--- src/rtl/dmem_arb_pkg.sv ---
// Shared types for the data-memory port arbiter: FSM states and
// the owner encoding used to tag which requester holds the memory.
package dmem_arb_pkg;

  typedef enum logic [1:0] {IDLE, ISSUE, WAIT, RESP} state_e;

  localparam logic OWN_CPU = 1'b0;
  localparam logic OWN_DBG = 1'b1;

endpackage

--- src/rtl/rr_arb2.sv ---
// Two-way round-robin picker. On a tie the requester not granted last
// wins; the last-grant flop only moves when grant_en accepts a grant.
module rr_arb2
  import dmem_arb_pkg::*;
(
  input  logic       clk,
  input  logic       rst,
  input  logic [1:0] req,
  input  logic       grant_en,
  output logic [1:0] gnt
);

  logic last;

  always_comb begin
    gnt = req;
    if (req == 2'b11) gnt = (last == OWN_DBG) ? 2'b01 : 2'b10;
  end

  // Reset value points at dbg so cpu wins the first tie.
  always_ff @(posedge clk or negedge rst) begin
    if (!rst)                  last <= OWN_DBG;
    else if (grant_en && |req) last <= gnt[1];
  end

endmodule

--- src/rtl/dmem_port_arbiter.sv ---
// Shares one synchronous data memory between the cpu MEM stage and a
// debug/loader port; each access is sequenced IDLE->ISSUE->WAIT->RESP.
module dmem_port_arbiter
  import dmem_arb_pkg::*;
#(
  parameter int ADDR_W  = 32,
  parameter int DATA_W  = 32,
  parameter int MEM_LAT = 1
) (
  input  logic              clk,
  input  logic              rst,
  input  logic              cpu_req,
  input  logic              cpu_we,
  input  logic [ADDR_W-1:0] cpu_addr,
  input  logic [DATA_W-1:0] cpu_wdata,
  output logic [DATA_W-1:0] cpu_rdata,
  output logic              cpu_ack,
  output logic              cpu_stall,
  input  logic              dbg_req,
  input  logic              dbg_we,
  input  logic [ADDR_W-1:0] dbg_addr,
  input  logic [DATA_W-1:0] dbg_wdata,
  output logic [DATA_W-1:0] dbg_rdata,
  output logic              dbg_ack,
  output logic              mem_en,
  output logic              mem_we,
  output logic [ADDR_W-1:0] mem_addr,
  output logic [DATA_W-1:0] mem_wdata,
  input  logic [DATA_W-1:0] mem_rdata
);

  localparam int CNT_W = $clog2(MEM_LAT + 1);

  state_e           state;
  logic             own;
  logic [CNT_W-1:0] cnt;
  logic [1:0]       gnt;

  rr_arb2 u_arb (
    .clk      (clk),
    .rst      (rst),
    .req      ({dbg_req, cpu_req}),
    .grant_en (state == IDLE),
    .gnt      (gnt)
  );

  assign cpu_stall = cpu_req & ~cpu_ack;

  // The command is latched straight into the mem_* registers so they
  // are valid in ISSUE and keep the last command afterwards.
  always_ff @(posedge clk or negedge rst) begin
    if (!rst) begin
      state     <= IDLE;
      own       <= OWN_CPU;
      cnt       <= '0;
      mem_en    <= 1'b0;
      mem_we    <= 1'b0;
      mem_addr  <= '0;
      mem_wdata <= '0;
      cpu_ack   <= 1'b0;
      dbg_ack   <= 1'b0;
      cpu_rdata <= '0;
      dbg_rdata <= '0;
    end else begin
      mem_en  <= 1'b0;
      cpu_ack <= 1'b0;
      dbg_ack <= 1'b0;
      case (state)
        IDLE: if (|gnt) begin
          own       <= gnt[1];
          mem_we    <= gnt[1] ? dbg_we    : cpu_we;
          mem_addr  <= gnt[1] ? dbg_addr  : cpu_addr;
          mem_wdata <= gnt[1] ? dbg_wdata : cpu_wdata;
          mem_en    <= 1'b1;
          state     <= ISSUE;
        end
        ISSUE: if (mem_we) begin
          cpu_ack <= (own == OWN_CPU);
          dbg_ack <= (own == OWN_DBG);
          state   <= RESP;
        end else begin
          cnt   <= CNT_W'(MEM_LAT - 1);
          state <= WAIT;
        end
        WAIT: if (cnt == '0) begin
          if (own == OWN_DBG) dbg_rdata <= mem_rdata;
          else                cpu_rdata <= mem_rdata;
          cpu_ack <= (own == OWN_CPU);
          dbg_ack <= (own == OWN_DBG);
          state   <= RESP;
        end else begin
          cnt <= cnt - 1'b1;
        end
        RESP:    state <= IDLE;
        default: state <= IDLE;
      endcase
    end
  end

endmodule

--- config.mk ---
export PLATFORM = sky130hd
export DESIGN_NAME = dmem_port_arbiter
export DESIGN_NICKNAME = d
export VERILOG_FILES = /design/src/rtl/dmem_arb_pkg.sv /design/src/rtl/rr_arb2.sv /design/src/rtl/dmem_port_arbiter.sv
export SDC_FILE = /design/constraint.sdc
export NUM_CORES = 1
export LEC_CHECK = 0
export CORE_MARGIN = 10
export CORE_UTILIZATION = 36
export CTS_BUF_LIST = sky130_fd_sc_hd__clkbuf_16
export CTS_CLUSTER_SIZE = 14
export DETAILED_ROUTE_END_ITERATION = 8
export PLACE_DENSITY = 0.77
export SKIP_CTS_REPAIR_TIMING = 1
export SYNTH_ARGS = -nofsm -noshare
export SYNTH_HDL_FRONTEND = slang
export SYNTH_HIERARCHICAL = 1
export SYNTH_SLANG_ARGS = --single-unit
--- constraint.sdc ---
create_clock -name clk -period 1.59 [get_ports clk]
set_clock_uncertainty 0.15 [all_clocks]
set_input_delay 0.477 -clock clk [delete_from_list [all_inputs] [get_ports clk]]
set_output_delay 0.477 -clock clk [all_outputs]
set_load 0.01 [all_outputs]
==> qor.yml <==
status: "complete, but fails checks"
violated_checks: "setup timing"
place_inst: 971
die_height_microns: 146
yosys.area_share.adder_pct: 0.652
floorplan.die.width_microns: 146
slew_of_the_pin_with_the_lowest_slew_margin_ns: 0.264
layout_min_cycle_time_ns: 1.75
crit_path_end: "mem_wdata[16]"
cts-root-buf: "clkbuf_16"
worst_path_largest_cell_delay_ns: 0.58
critical-path-slowest-cell: "dfstp_2"
tot_gr_track_use_pct: 16.9
fin_hold_ws_ns: 0.289
hold_violation_total_from_the_final_report: 0
design.die.area_sq_um: 21400
setup.worst_path.start: "u_arb/last"
report.power.total_mw: 19.8
yosysUniqueCellTypes: 25
muxShareOfSynthArea_pct: 24.2
fin_crit_sh_pct: 110
synth_xor_xnor_area_share_pct: 0
clock_sinks: 136
post-route-drc-count: 0
number_of_vias_per_cell: 4.68
cp_num_buf_inv: 3
ant_nets: 0
combinationalPowerShare_pct: 48.8
gr-total-overflow: 0
crit_arrival_ns: 1.93
postSynthNetCount: 620
power.share.switching_pct: 34.7
maxCapViolations: 0
most_common_library_cell_in_the_layout_ignoring_fill_and_taps: "clkdlybuf4s50_1"
dominant_combinational_cell_family_by_area_after_synthesis: "multiplexers"
ys_warn_count: 6
synth.ff_latch_count: 136
cts-root-to-sink-buffers: 2
synth_compound_gate_area_share_pct: 6.87
stdcell_count: 1053
rows: 46
worst_setup_path_start_kind: "flip-flop"
max_slew_headroom_pct: 82.4
irDropWorstVdd_mv: 0.828
critical_path.cell_chain: "a21boi_4, buf_12, o21ai_4, buf_12, buf_6, nand2_1, o21ai_0"
post-synth-top-area-cell: "dfrtp_1"
worstPathRequired_ns: 1.76
power.share.clock_pct: 19.2
dpl.hpwl_microns: 14600
ys_seq_area_share_pct: 59.2
crit_path_frequent_cell: "buf_12"
layout.nets: 993
floorplan.initialDensity_pct: 36.5
clock_insertion_delay_worst_skew_ns: 0.41
cp_top_family: "flip-flops"
top_level_ports: 299
r2r-end: "mem_wdata[16]"
final.setup.worst_slack_ns: -0.163
post-synth-top-area-fraction_pct: 58.7
cts_inserted_buffers: 17
critical_path.endpoint_type: "flip-flop"
rrSetupSlack_ns: -0.16
place_congestion: 0.773
post_synth.cell_area_avg_sq_um: 12.8
first_pass_iters: 6
cts.reportedPaths.clkPinSlew_ns: 0.06
timing.final.max_slew_violations: 0
core_region_area_sq_um: 15800
syn-cell-area_sq_um: 5750
grt_first_pass_wirelength_microns: 28600
fin_area_sq_um: 10300
first_iter_violations: 219
worst_r2r_startpoint: "u_arb/last"
drive_gt1_share_pct: 40.5
rsz0062_at_grt: "true"
p_switching_mw: 6.89
rr_worst_depth: 7
final-setup-viol-count: 104
via_count: 4931
cts_tree: "built"
wirelength_microns: 21500
placed_cell_area_sq_um: 9200
sequentialPowerShare_pct: 32.0
worst-path-max-fanout: 15
internal_portion_of_total_power_mw: 12.9
timing.critical_path.depth: 7
worstHoldPathType: "in2reg"
fmaxAchievable_mhz: 570
synth_cells: 451
synthSimpleGateAreaFrac_pct: 5.02
synth_area_leaders: "dfrtp_1 59%, mux2_2 12%, mux2i_1 11%, nand2_1 4.4%, o21ai_0 4.3%"
worst-setup-path-type: "reg2reg"
grt_pass1_vias: 5196
initial_antenna_violation_count: 0
final_cell_mix: "162 x clkdlybuf4s50_1, 135 x dfrtp_1, 83 x clkbuf_2"
antennaDiodeCount: 0
power-per-cell-area_nw_per_um2: 1940
numPortBuffers: 298
drt-wirelength-per-cell_microns: 20.4
leakage_nw: 4.86
layout-area-overhead-vs-synth_pct: 78.1
pin_count_of_the_biggest_net_entering_global_routing: 61
htree_num_levels: 4
flip-flops by register name, summed over array words and instances, names as in the netlist:
signal,count
cpu_rdata,32
dbg_rdata,32
mem_addr,32
mem_wdata,32
state,2
cpu_ack,1
dbg_ack,1
mem_en,1
mem_we,1
own,1
u_arb/last,1
power groups by stage:
| stage | sequential, mW | clock, mW | combinational [mW] |
|---|---|---|---|
| floorplan | 6.88 | 0 | 3.07 |
| global placement | 6.11 | 0 | 8.57 |
| detailed placement | 6.24 | 0 | 8.79 |
| CTS | 6.20 | 3.86 | 8.83 |
| global route | 6.51 | 4.04 | 10.4 |
| finish | 6.35 | 3.80 | 9.69 |
worst reg2reg max path, stage by stage (launching register included):
cell and delay, ns:
dfstp_2 0.58, a21boi_4 0.07, buf_12 0.17, o21ai_4 0.14, buf_12 0.20, buf_6 0.19, nand2_1 0.07, o21ai_0 0.09
per-stage QoR:
| stage | worst slack [ns] | utilization [%] | TNS, ns |
|---|---|---|---|
| final | -0.163 | 65.0 | -10.43 |
| after global routing | -0.205 | 65.0 | -17.39 |
| after CTS | -0.883 | 61.9 | -65.75 |
| after detailed placement | -0.883 | 58.3 | -45.47 |
| after global placement | -0.869 | 58.3 | -40.33 |
| after floorplan | 0.00156 | - | 0 |
synth_stat cells:
cell      instances
dfrtp_1         135
nand2_1          67
mux2i_1          65
mux2_2           62
o21ai_0          50
o21ai_1          17
buf_4            10
buf_6             8
buf_2             7
inv_1             5
clkbuf_1          4
ha_1              3
mux2_4            3
nor2_1            3
nor2b_1           2
a21boi_0          1
a21boi_1          1
a21oi_1           1
a22o_1            1
a31oi_1           1
and2_1            1
dfstp_2           1
nor3b_1           1
o21ai_4           1
o31a_1            1
metal layers:
layer  global-route usage (%)  part of all wire, %
met5                        0                    0
met4                     5.66                  1.6
met3                     7.94                  7.2
met2                     29.2                   51
met1                     17.9                   40
kinds of logic after synthesis:
kind of cell | count (synthesis)
compound gates | 74
simple gates | 74
buf+inv | 34
fa+ha+maj | 3
flops | 136
mux | 130
area by class of cell:
type,count,area (sq um)
clock buffer,17,425
clock inverter,15,143
fill,1194,5520
inverter,5,18.8
multi-input combinational,281,2360
sequential,136,3400
tap,216,270
timing repair buffer,383,3630
how the worst min path moves through the flow:
stage                        from            end  slack (ns)  depth (start not counted)
after floorplan               rst        cpu_ack        0.03                          0
after global routing      cpu_req     u_arb/last        0.28                          2
after detailed placement      rst  dbg_rdata[26]        0.18                          1
final                     cpu_req     u_arb/last        0.29                          2
after global placement        rst  dbg_rdata[18]        0.18                          1
after CTS                     rst  dbg_rdata[18]       -0.26                          1
Power figures use the tool's default switching activity.
